==> src/rtl/alu_pkg.sv <==
// Shared opcode and FSM state definitions for the ALU command sequencer and its ALU.
package alu_pkg;

  localparam int unsigned SELOP_W = 3;

  localparam logic [SELOP_W-1:0] OP_ADD = 3'b000;
  localparam logic [SELOP_W-1:0] OP_SUB = 3'b001;
  localparam logic [SELOP_W-1:0] OP_AND = 3'b010;
  localparam logic [SELOP_W-1:0] OP_OR  = 3'b011;
  localparam logic [SELOP_W-1:0] OP_XOR = 3'b100;
  localparam logic [SELOP_W-1:0] OP_NOT = 3'b101;
  localparam logic [SELOP_W-1:0] OP_SHL = 3'b110;
  localparam logic [SELOP_W-1:0] OP_SHR = 3'b111;

  typedef enum logic [1:0] {
    StIdle = 2'd0,
    StExec = 2'd1,
    StResp = 2'd2
  } state_e;

endpackage

==> src/rtl/processing_unit.sv <==
// Combinational N-bit ALU: add/sub with carry/borrow, bitwise logic and 1-bit shifts.
module processing_unit
  import alu_pkg::*;
#(
  parameter int unsigned N = 8
) (
  input  logic [N-1:0]       dataa,
  input  logic [N-1:0]       datab,
  input  logic [SELOP_W-1:0] selop,
  output logic [N-1:0]       result,
  output logic               cout
);

  logic [N:0] sum;
  logic [N:0] diff;

  assign sum  = {1'b0, dataa} + {1'b0, datab};
  // Top bit of the extended difference is the borrow (set when dataa < datab).
  assign diff = {1'b0, dataa} - {1'b0, datab};

  always_comb begin
    result = '0;
    cout   = 1'b0;
    case (selop)
      OP_ADD: begin
        result = sum[N-1:0];
        cout   = sum[N];
      end
      OP_SUB: begin
        result = diff[N-1:0];
        cout   = diff[N];
      end
      OP_AND: result = dataa & datab;
      OP_OR:  result = dataa | datab;
      OP_XOR: result = dataa ^ datab;
      OP_NOT: result = ~dataa;
      OP_SHL: begin
        result = {dataa[N-2:0], 1'b0};
        cout   = dataa[N-1];
      end
      OP_SHR: begin
        result = {1'b0, dataa[N-1:1]};
        cout   = dataa[0];
      end
      default: begin
        result = '0;
        cout   = 1'b0;
      end
    endcase
  end

endmodule

==> src/rtl/alu_cmd_sequencer.sv <==
// Issues handshaked commands to processing_unit, holds operands for EXEC_CYCLES,
// captures result/cout and returns them over a response handshake.
module alu_cmd_sequencer
  import alu_pkg::*;
#(
  parameter int unsigned N           = 8,
  parameter int unsigned EXEC_CYCLES = 1,
  parameter int unsigned CW          = 8
) (
  input  logic               clk,
  input  logic               rst_n,
  input  logic               cmd_valid,
  output logic               cmd_ready,
  input  logic [N-1:0]       cmd_a,
  input  logic [N-1:0]       cmd_b,
  input  logic [SELOP_W-1:0] cmd_op,
  input  logic               cmd_chain,
  output logic               rsp_valid,
  input  logic               rsp_ready,
  output logic [N-1:0]       rsp_result,
  output logic               rsp_cout,
  output logic [CW-1:0]      op_count
);

  localparam int unsigned CntW = (EXEC_CYCLES > 1) ? $clog2(EXEC_CYCLES) : 1;
  localparam logic [CntW-1:0] CntLoad = CntW'(EXEC_CYCLES - 1);

  if (EXEC_CYCLES == 0) begin : g_bad_exec_cycles
    $error("alu_cmd_sequencer: EXEC_CYCLES must be at least 1");
  end

  state_e               state_q, state_d;
  logic [CntW-1:0]      cnt_q, cnt_d;
  logic [N-1:0]         a_q, a_d;
  logic [N-1:0]         b_q, b_d;
  logic [SELOP_W-1:0]   op_q, op_d;
  logic [N-1:0]         acc_q, acc_d;
  logic [N-1:0]         res_q, res_d;
  logic                 cout_q, cout_d;
  logic [CW-1:0]        count_q, count_d;
  logic                 cmd_ready_q, cmd_ready_d;
  logic                 rsp_valid_q, rsp_valid_d;

  logic [N-1:0]         pu_result;
  logic                 pu_cout;

  processing_unit #(
    .N(N)
  ) u_pu (
    .dataa (a_q),
    .datab (b_q),
    .selop (op_q),
    .result(pu_result),
    .cout  (pu_cout)
  );

  always_comb begin
    state_d     = state_q;
    cnt_d       = cnt_q;
    a_d         = a_q;
    b_d         = b_q;
    op_d        = op_q;
    acc_d       = acc_q;
    res_d       = res_q;
    cout_d      = cout_q;
    count_d     = count_q;
    cmd_ready_d = cmd_ready_q;
    rsp_valid_d = rsp_valid_q;
    case (state_q)
      StIdle: begin
        if (cmd_valid && cmd_ready_q) begin
          a_d         = cmd_chain ? acc_q : cmd_a;
          b_d         = cmd_b;
          op_d        = cmd_op;
          cnt_d       = CntLoad;
          cmd_ready_d = 1'b0;
          state_d     = StExec;
        end
      end
      StExec: begin
        if (cnt_q == '0) begin
          res_d       = pu_result;
          acc_d       = pu_result;
          cout_d      = pu_cout;
          rsp_valid_d = 1'b1;
          state_d     = StResp;
        end else begin
          cnt_d = cnt_q - CntW'(1);
        end
      end
      StResp: begin
        // Command acceptance waits for IDLE, so ready rises together with valid falling.
        if (rsp_ready) begin
          count_d     = count_q + CW'(1);
          rsp_valid_d = 1'b0;
          cmd_ready_d = 1'b1;
          state_d     = StIdle;
        end
      end
      default: begin
        state_d     = StIdle;
        cmd_ready_d = 1'b1;
        rsp_valid_d = 1'b0;
      end
    endcase
  end

  always_ff @(posedge clk or negedge rst_n) begin
    if (!rst_n) begin
      state_q     <= StIdle;
      cnt_q       <= '0;
      a_q         <= '0;
      b_q         <= '0;
      op_q        <= '0;
      acc_q       <= '0;
      res_q       <= '0;
      cout_q      <= 1'b0;
      count_q     <= '0;
      cmd_ready_q <= 1'b1;
      rsp_valid_q <= 1'b0;
    end else begin
      state_q     <= state_d;
      cnt_q       <= cnt_d;
      a_q         <= a_d;
      b_q         <= b_d;
      op_q        <= op_d;
      acc_q       <= acc_d;
      res_q       <= res_d;
      cout_q      <= cout_d;
      count_q     <= count_d;
      cmd_ready_q <= cmd_ready_d;
      rsp_valid_q <= rsp_valid_d;
    end
  end

  assign cmd_ready  = cmd_ready_q;
  assign rsp_valid  = rsp_valid_q;
  assign rsp_result = res_q;
  assign rsp_cout   = cout_q;
  assign op_count   = count_q;

endmodule

==> config.mk <==
export PLATFORM = sky130hd
export DESIGN_NAME = alu_cmd_sequencer
export DESIGN_NICKNAME = d
export VERILOG_FILES = /design/src/rtl/alu_pkg.sv /design/src/rtl/processing_unit.sv /design/src/rtl/alu_cmd_sequencer.sv
export SDC_FILE = /design/constraint.sdc
export NUM_CORES = 1
export LEC_CHECK = 0
export CAP_MARGIN = 5
export CORE_MARGIN = 1.5
export CORE_UTILIZATION = 32
export CTS_BUF_LIST = sky130_fd_sc_hd__clkbuf_4 sky130_fd_sc_hd__clkbuf_8
export DETAILED_ROUTE_END_ITERATION = 16
export DONT_BUFFER_PORTS = 1
export HOLD_SLACK_MARGIN = 0.08
export PLACE_DENSITY = 0.54
export SETUP_SLACK_MARGIN = 0.4
export SKIP_LAST_GASP = 1
export SYNTH_ARGS = -nofsm -noshare
export SYNTH_HDL_FRONTEND = slang
export SYNTH_SLANG_ARGS = --single-unit
==> constraint.sdc <==
create_clock -name clk -period 2.7 [get_ports clk]
set_clock_uncertainty 0.1 [all_clocks]
set_input_delay 0.27 -clock clk [delete_from_list [all_inputs] [get_ports clk]]
set_output_delay 0.27 -clock clk [all_outputs]
set_load 0.01 [all_outputs]
Yosys cells after proc, flatten, opt, wreduce, memory -nomap -nowiden
Cells that the tools add are included.
- $add $sub $neg: 4
- eq/ne operators: 12
- mux-type cells: 15
- bitwise logic cells: 7
- reductions and logical operators: 11
- operators with widths (kind ; count):
    one-hot mux 8 bit (8 select lines) ; 1
    == test 3 bit (second input constant) ; 4
    adder 8 x 8 -> 9 bit ; 1
    AND reduction 3 bit ; 3
    subtractor 8 x 8 -> 9 bit ; 1
    adder 8 x 1 -> 8 bit (second input constant) ; 1
    bitwise AND 8 bit ; 1
    2-to-1 mux 8 bit ; 1
    NOT 8 bit ; 1
    bitwise OR 8 bit ; 1
    AND reduction 2 bit ; 4
    XOR 8 bit ; 1
    == test 3 x 2 -> 1 bit (second input constant) ; 2
    2-to-1 mux 2 bit ; 3
    != test 2 bit (second input constant) ; 3
    one-hot mux 1 bit (3 select lines) ; 2
    one-hot mux 2 bit (3 select lines) ; 1
    2-to-1 mux 1 bit ; 5
    one-hot mux 1 bit (4 select lines) ; 1
    == test 3 x 1 -> 1 bit (second input constant) ; 1
    logical NOT 3 bit ; 1
    NOT 1 bit ; 3
    == test 2 x 1 -> 1 bit (second input constant) ; 1
    == test 2 bit (second input constant) ; 1
    5 further kinds ; 5
- register bits after elaboration: 41
- bits of input ports: 24
- output and inout port bits: 19
- word-level logic and storage cells: 59

Logic depth before layout (Yosys ltp)
- depth after elaboration: 3
- depth in mapped cells: 10
- gate-level depth less buffers: 10

By module
From an unflattened synthesis, not the netlist that was laid out.
- cells, all modules: 304
- area total of the unflattened synthesis: 3011.6 um^2
- modules (own cells, without submodules) (module ; times used ; cells an instance ; area an instance (um^2) ; seq. area each (um^2)):
    alu_cmd_sequencer ; 1 ; 122 ; 1666.6 ; 1002.2
    processing_unit ; 1 ; 182 ; 1345.0 ; 0.0

Worst setup path after synthesis
OpenSTA, ideal clock, no wires.
- kind: register -> register
- start: register a_q[0]
- end: register res_q[6] (netlist: rsp_result[6])
- setup time: 0.127 ns
- arrival time: 1.968 ns
- required time: 2.473 ns
- setup slack: 0.505 ns
- cell stages (with the launch flop): 11
- path buffers: 0
- path through: dfrtp_1 inv_1 ha_1 inv_1 fa_1 nand2b_1 a22oi_2 a221o_1 o221a_1 a21oi_1 o31ai_2
- longest elaborated chain between the ends: 2
- elaborated cells between the ends (all ways): 3
- classes of those cells: add/sub (2); mux (1)
- RTL lines (item ; RTL line ; RTL):
    start, declared ; alu_cmd_sequencer.sv:34 ; logic [N-1:0] a_q, a_d;
    start signal, assigned ; alu_cmd_sequencer.sv:112 ; a_q <= '0;
    start signal, assigned ; alu_cmd_sequencer.sv:124 ; a_q <= a_d;
    subtractor 8 x 8 -> 9 bit / adder 8 x 8 -> 9 bit (equally long branches) ; processing_unit.sv:19, processing_unit.sv:17 ;
    one-hot mux 8 bit (8 select lines) (*) ; processing_unit.sv:24 ; case (selop)
    end signal, assigned ; alu_cmd_sequencer.sv:128 ; res_q <= res_d;
    end, declared ; alu_cmd_sequencer.sv:38 ; logic [N-1:0] res_q, res_d;
Every way passes the cells marked *; elsewhere a longest branch is shown, timed or not.
A chain may end at the register's enable or synchronous reset.

Worst setup path after layout
- start: register b_q[0]
- end: register res_q[4] (netlist: rsp_result[4])
- longest elaborated chain between the ends: 2
- elaborated cells between the ends (all ways): 3
- classes of those cells: add/sub (2); mux (1)
- RTL lines (item ; RTL line ; RTL):
    start, declared ; alu_cmd_sequencer.sv:35 ; logic [N-1:0] b_q, b_d;
    start signal, assigned ; alu_cmd_sequencer.sv:113 ; b_q <= '0;
    start signal, assigned ; alu_cmd_sequencer.sv:125 ; b_q <= b_d;
    subtractor 8 x 8 -> 9 bit / adder 8 x 8 -> 9 bit (equally long branches) ; processing_unit.sv:19, processing_unit.sv:17 ;
    one-hot mux 8 bit (8 select lines) (*) ; processing_unit.sv:24 ;
Marks and branches as above.

==> impl_metrics.ini <==
[run_status]
status = finished clean

[timing]
fin_crit_sh_pct = 83.3
setup_tns_ps = 0
fin_crit_ps = 2250
fin_hold_ws_ps = 78.9
hold_viol = 0
worstMarginPinSlew_ps = 666
finalMaxSlewViolations = 0
setup_viol = 0
max_freq_mhz = 444
maxSlewHeadroom_pct = 55.6
rsz0062_at_grt = true

[pwr]
power_frac_clock_pct = 11.5
vdd_ir_drop_max_v = 0.000387
p_leak_nw = 1.48
combPwrFrac_pct = 61.2
p_switching_mw = 2.17
switching_share_pct = 47.8
power.internal_mw = 2.37
power_density_nw_per_um2 = 1350
pwr-share-seq_pct = 27.3

[critical_path]
crit_path_cell_trace = ha_2 > fa_2 > a21o_1 > a21oi_2 > mux2i_1 > xor2_1 > mux2i_1 > o311ai_2
crit_path_end_kind = flop
critPathBufInv = 0
max_stage_delay_ps = 450
crit_top_cell = mux2i_1
critPathSlowestCell = dfrtp_1
setup.worst_path.class = flop to flop
startpoint_type = flop
reg2regPathDepth = 8
arrival_ps = 2310
worst-path-max-fanout = 3
critPathRequiredTime_ps = 2750
cp_top_family = adder cells
cp_num_cells = 8

[logic_synthesis]
synth_edf_count = 0
synth_area_um2 = 2850
synth_top_area_share_pct = 34.3
yosysUniqueCellTypes = 55
seq_area_frac_synth_pct = 35.2
syn_avg_cell_area_um2 = 8.79
ys_warn_count = 0
synth_area_leader_cell = dfrtp_1
synth-seq-cells = 40
async_reset_ff_share_pct = 100
yosys-top-cells-area = dfrtp_1 34%, ha_1 11%, nand2_1 5.1%
synthesis.instances = 324
ys.flop_type = dfrtp_1
syn_nets = 375

[clock_tree]
cts-htree-levels = 2
clockBufferDepth = 2
cts_buffers = 5
clock-sinks = 40
clk_latency_ps = 310
cts-root-buf = clkbuf_8
cts.clk_slew.worst_paths_ps = 90
cts_tree = yes

[grt]
grt_max_degree = 41
grt_pass1_wl_um = 12600
grt_usage_pct = 16.4
grt_overflow = 0
first_global_vias = 2408
grt_antenna_before_repair = 0

[floorplanning]
ios = 43
core_area_um2 = 8680
start_util_pct = 32.8
dieArea_um2 = 9470
die_w_um = 97.3
fp-row-count = 34
die_h_um = 97.3

[drt]
wl_per_cell_um = 16.5
drtIter0Drc = 245
vias = 2358
wirelength_um = 7420
dr.pass1.iters = 5
via_per_inst = 5.25
drc_errors = 0
ant_nets = 0

[placed_design]
placed_area_um2 = 2950
portBuffers = 0
place.gp.congestion = 0.912
dp_cells = 419
dp_hpwl_um = 5320

[layout]
fill_cells = 921
design_area_um2 = 3370
layout-area-overhead-vs-synth_pct = 18.3
drive_gt1_share_pct = 15.0
num-nets-final = 391
final_core_util_pct = 38.8
n_antenna_cell = 0
multiInputGateArea_um2 = 1760
final_cell_mix = 39 x nand2_1, 35 x dfrtp_1, 28 x nor2_1
final_cells = 449
regArea_um2 = 1010
final_common_cell = nand2_1

[min_path]
hp-class = primary input to flop
min_path_cells = 2

[run]
cap_violations = 0
[cell families after synthesis]
| kind of cell | after synthesis | share of synthesized area [%] |
|---|---|---|
| and+or+nand+nor | 93 | 14.6 |
| muxes | 17 | 7.78 |
| xor gates and xnor gates | 13 | 4.00 |
| DFF | 40 | 35.2 |
| buffers and inverters | 45 | 6.24 |
| AOI/OAI and AO/OA | 89 | 19.8 |
| adders and majority gates | 27 | 12.4 |
[metrics by stage]
step / total power [mW] / worst slack (ps)
finish: 4.54 / 450
global route: 4.96 / 347
CTS: 4.32 / 384
detailed placement: 3.67 / 174
global placement: 3.67 / 174
floorplan: 3.08 / 505
[flip-flops by register name, indices dropped and copies added (netlist names)]
name        count
cmd_ready       1
op_count        8
rsp_cout        1
a_q             8
b_q             8
rsp_valid       1
rsp_result      8
state_q         2
op_q            3
[cells in the mapped netlist (2+ instances only)]
| cell type | instances |
|---|---|
| mux4_2 | 4 |
| o21ai_0 | 27 |
| nor2_1 | 28 |
| o21bai_1 | 2 |
| buf_2 | 7 |
| ha_1 | 25 |
| fa_1 | 2 |
| xor2_1 | 4 |
| xnor2_1 | 9 |
| o31ai_1 | 3 |
| a21oi_1 | 27 |
| a221oi_1 | 3 |
| o221ai_1 | 3 |
| a211oi_1 | 3 |
| nand2_1 | 39 |
| nor2b_1 | 2 |
| clkbuf_1 | 10 |
| o41ai_1 | 2 |
| dfrtp_1 | 39 |
| inv_2 | 2 |
| nand4_1 | 2 |
| mux2i_1 | 12 |
| o21a_1 | 2 |
| and3b_1 | 2 |
| nor3_1 | 2 |
| nand2b_1 | 5 |
| nand3_1 | 6 |
| inv_1 | 25 |
[metal layers]
metal  wire length, µm  vias to the layer above  global-route usage (%)
li1                  -                     1155                       -
met1              3440                     1123                    23.3
met2              3420                       69                    25.6
met3               449                       11                    3.02
met4               122                        0                    4.73
met5                 0                        -                       0
[final timing paths]
check | end | slack [ps] | startpoint
worst max-delay path | rsp_result[4]$_DFFE_PN0P_ | 450 | b_q[0]$_DFFE_PN0P_
worst min-delay path | a_q[1]$_DFFE_PN0P_ | 80 | cmd_a[1]
worst max register to register | rsp_result[4]$_DFFE_PN0P_ | 450 | b_q[0]$_DFFE_PN0P_
worst min register to register | op_count[7]$_DFFE_PN0P_ | 440 | op_count[7]$_DFFE_PN0P_
max in group asynchronous | cmd_ready$_DFFE_PN1P_ | 1920 | rst_n
min in group asynchronous | op_count[6]$_DFFE_PN0P_ | 320 | rst_n
[power groups by stage]
stage               clock [mW]  sequential (mW)  combinational, mW
finish                   0.522             1.24               2.78
floorplan                    0             1.09               1.99
CTS                      0.537             1.24               2.54
global placement             0             1.25               2.42
global route             0.561             1.29               3.10
detailed placement           0             1.25               2.43
[what timing repair did]
item	in CTS	in global routing
gates resized for setup	9	13
pin swaps	2	1
setup endpoints to repair	4	5
hold buffers	16	0
hold endpoints to repair	56	0
setup buffers	2	4
[worst reg2reg max path: cells and delay by family (launching register included)]
family,cells,cell delay [ps]
mux,2,360
fa+ha+maj,2,590
compound gates,3,460
flops,1,450
xor+xnor,1,150
[final cells by class]
class / instances / share of cell area (%)
Clock buffer: 5 / 2.04
Clock inverter: 3 / 1.37
Inverter: 27 / 3.01
Multi-Input combinational cell: 239 / 52.2
Sequential cell: 40 / 29.9
Tap cell: 108 / 4.01
Timing Repair Buffer: 27 / 7.50
Note: power is estimated with default switching activity, not from simulation.
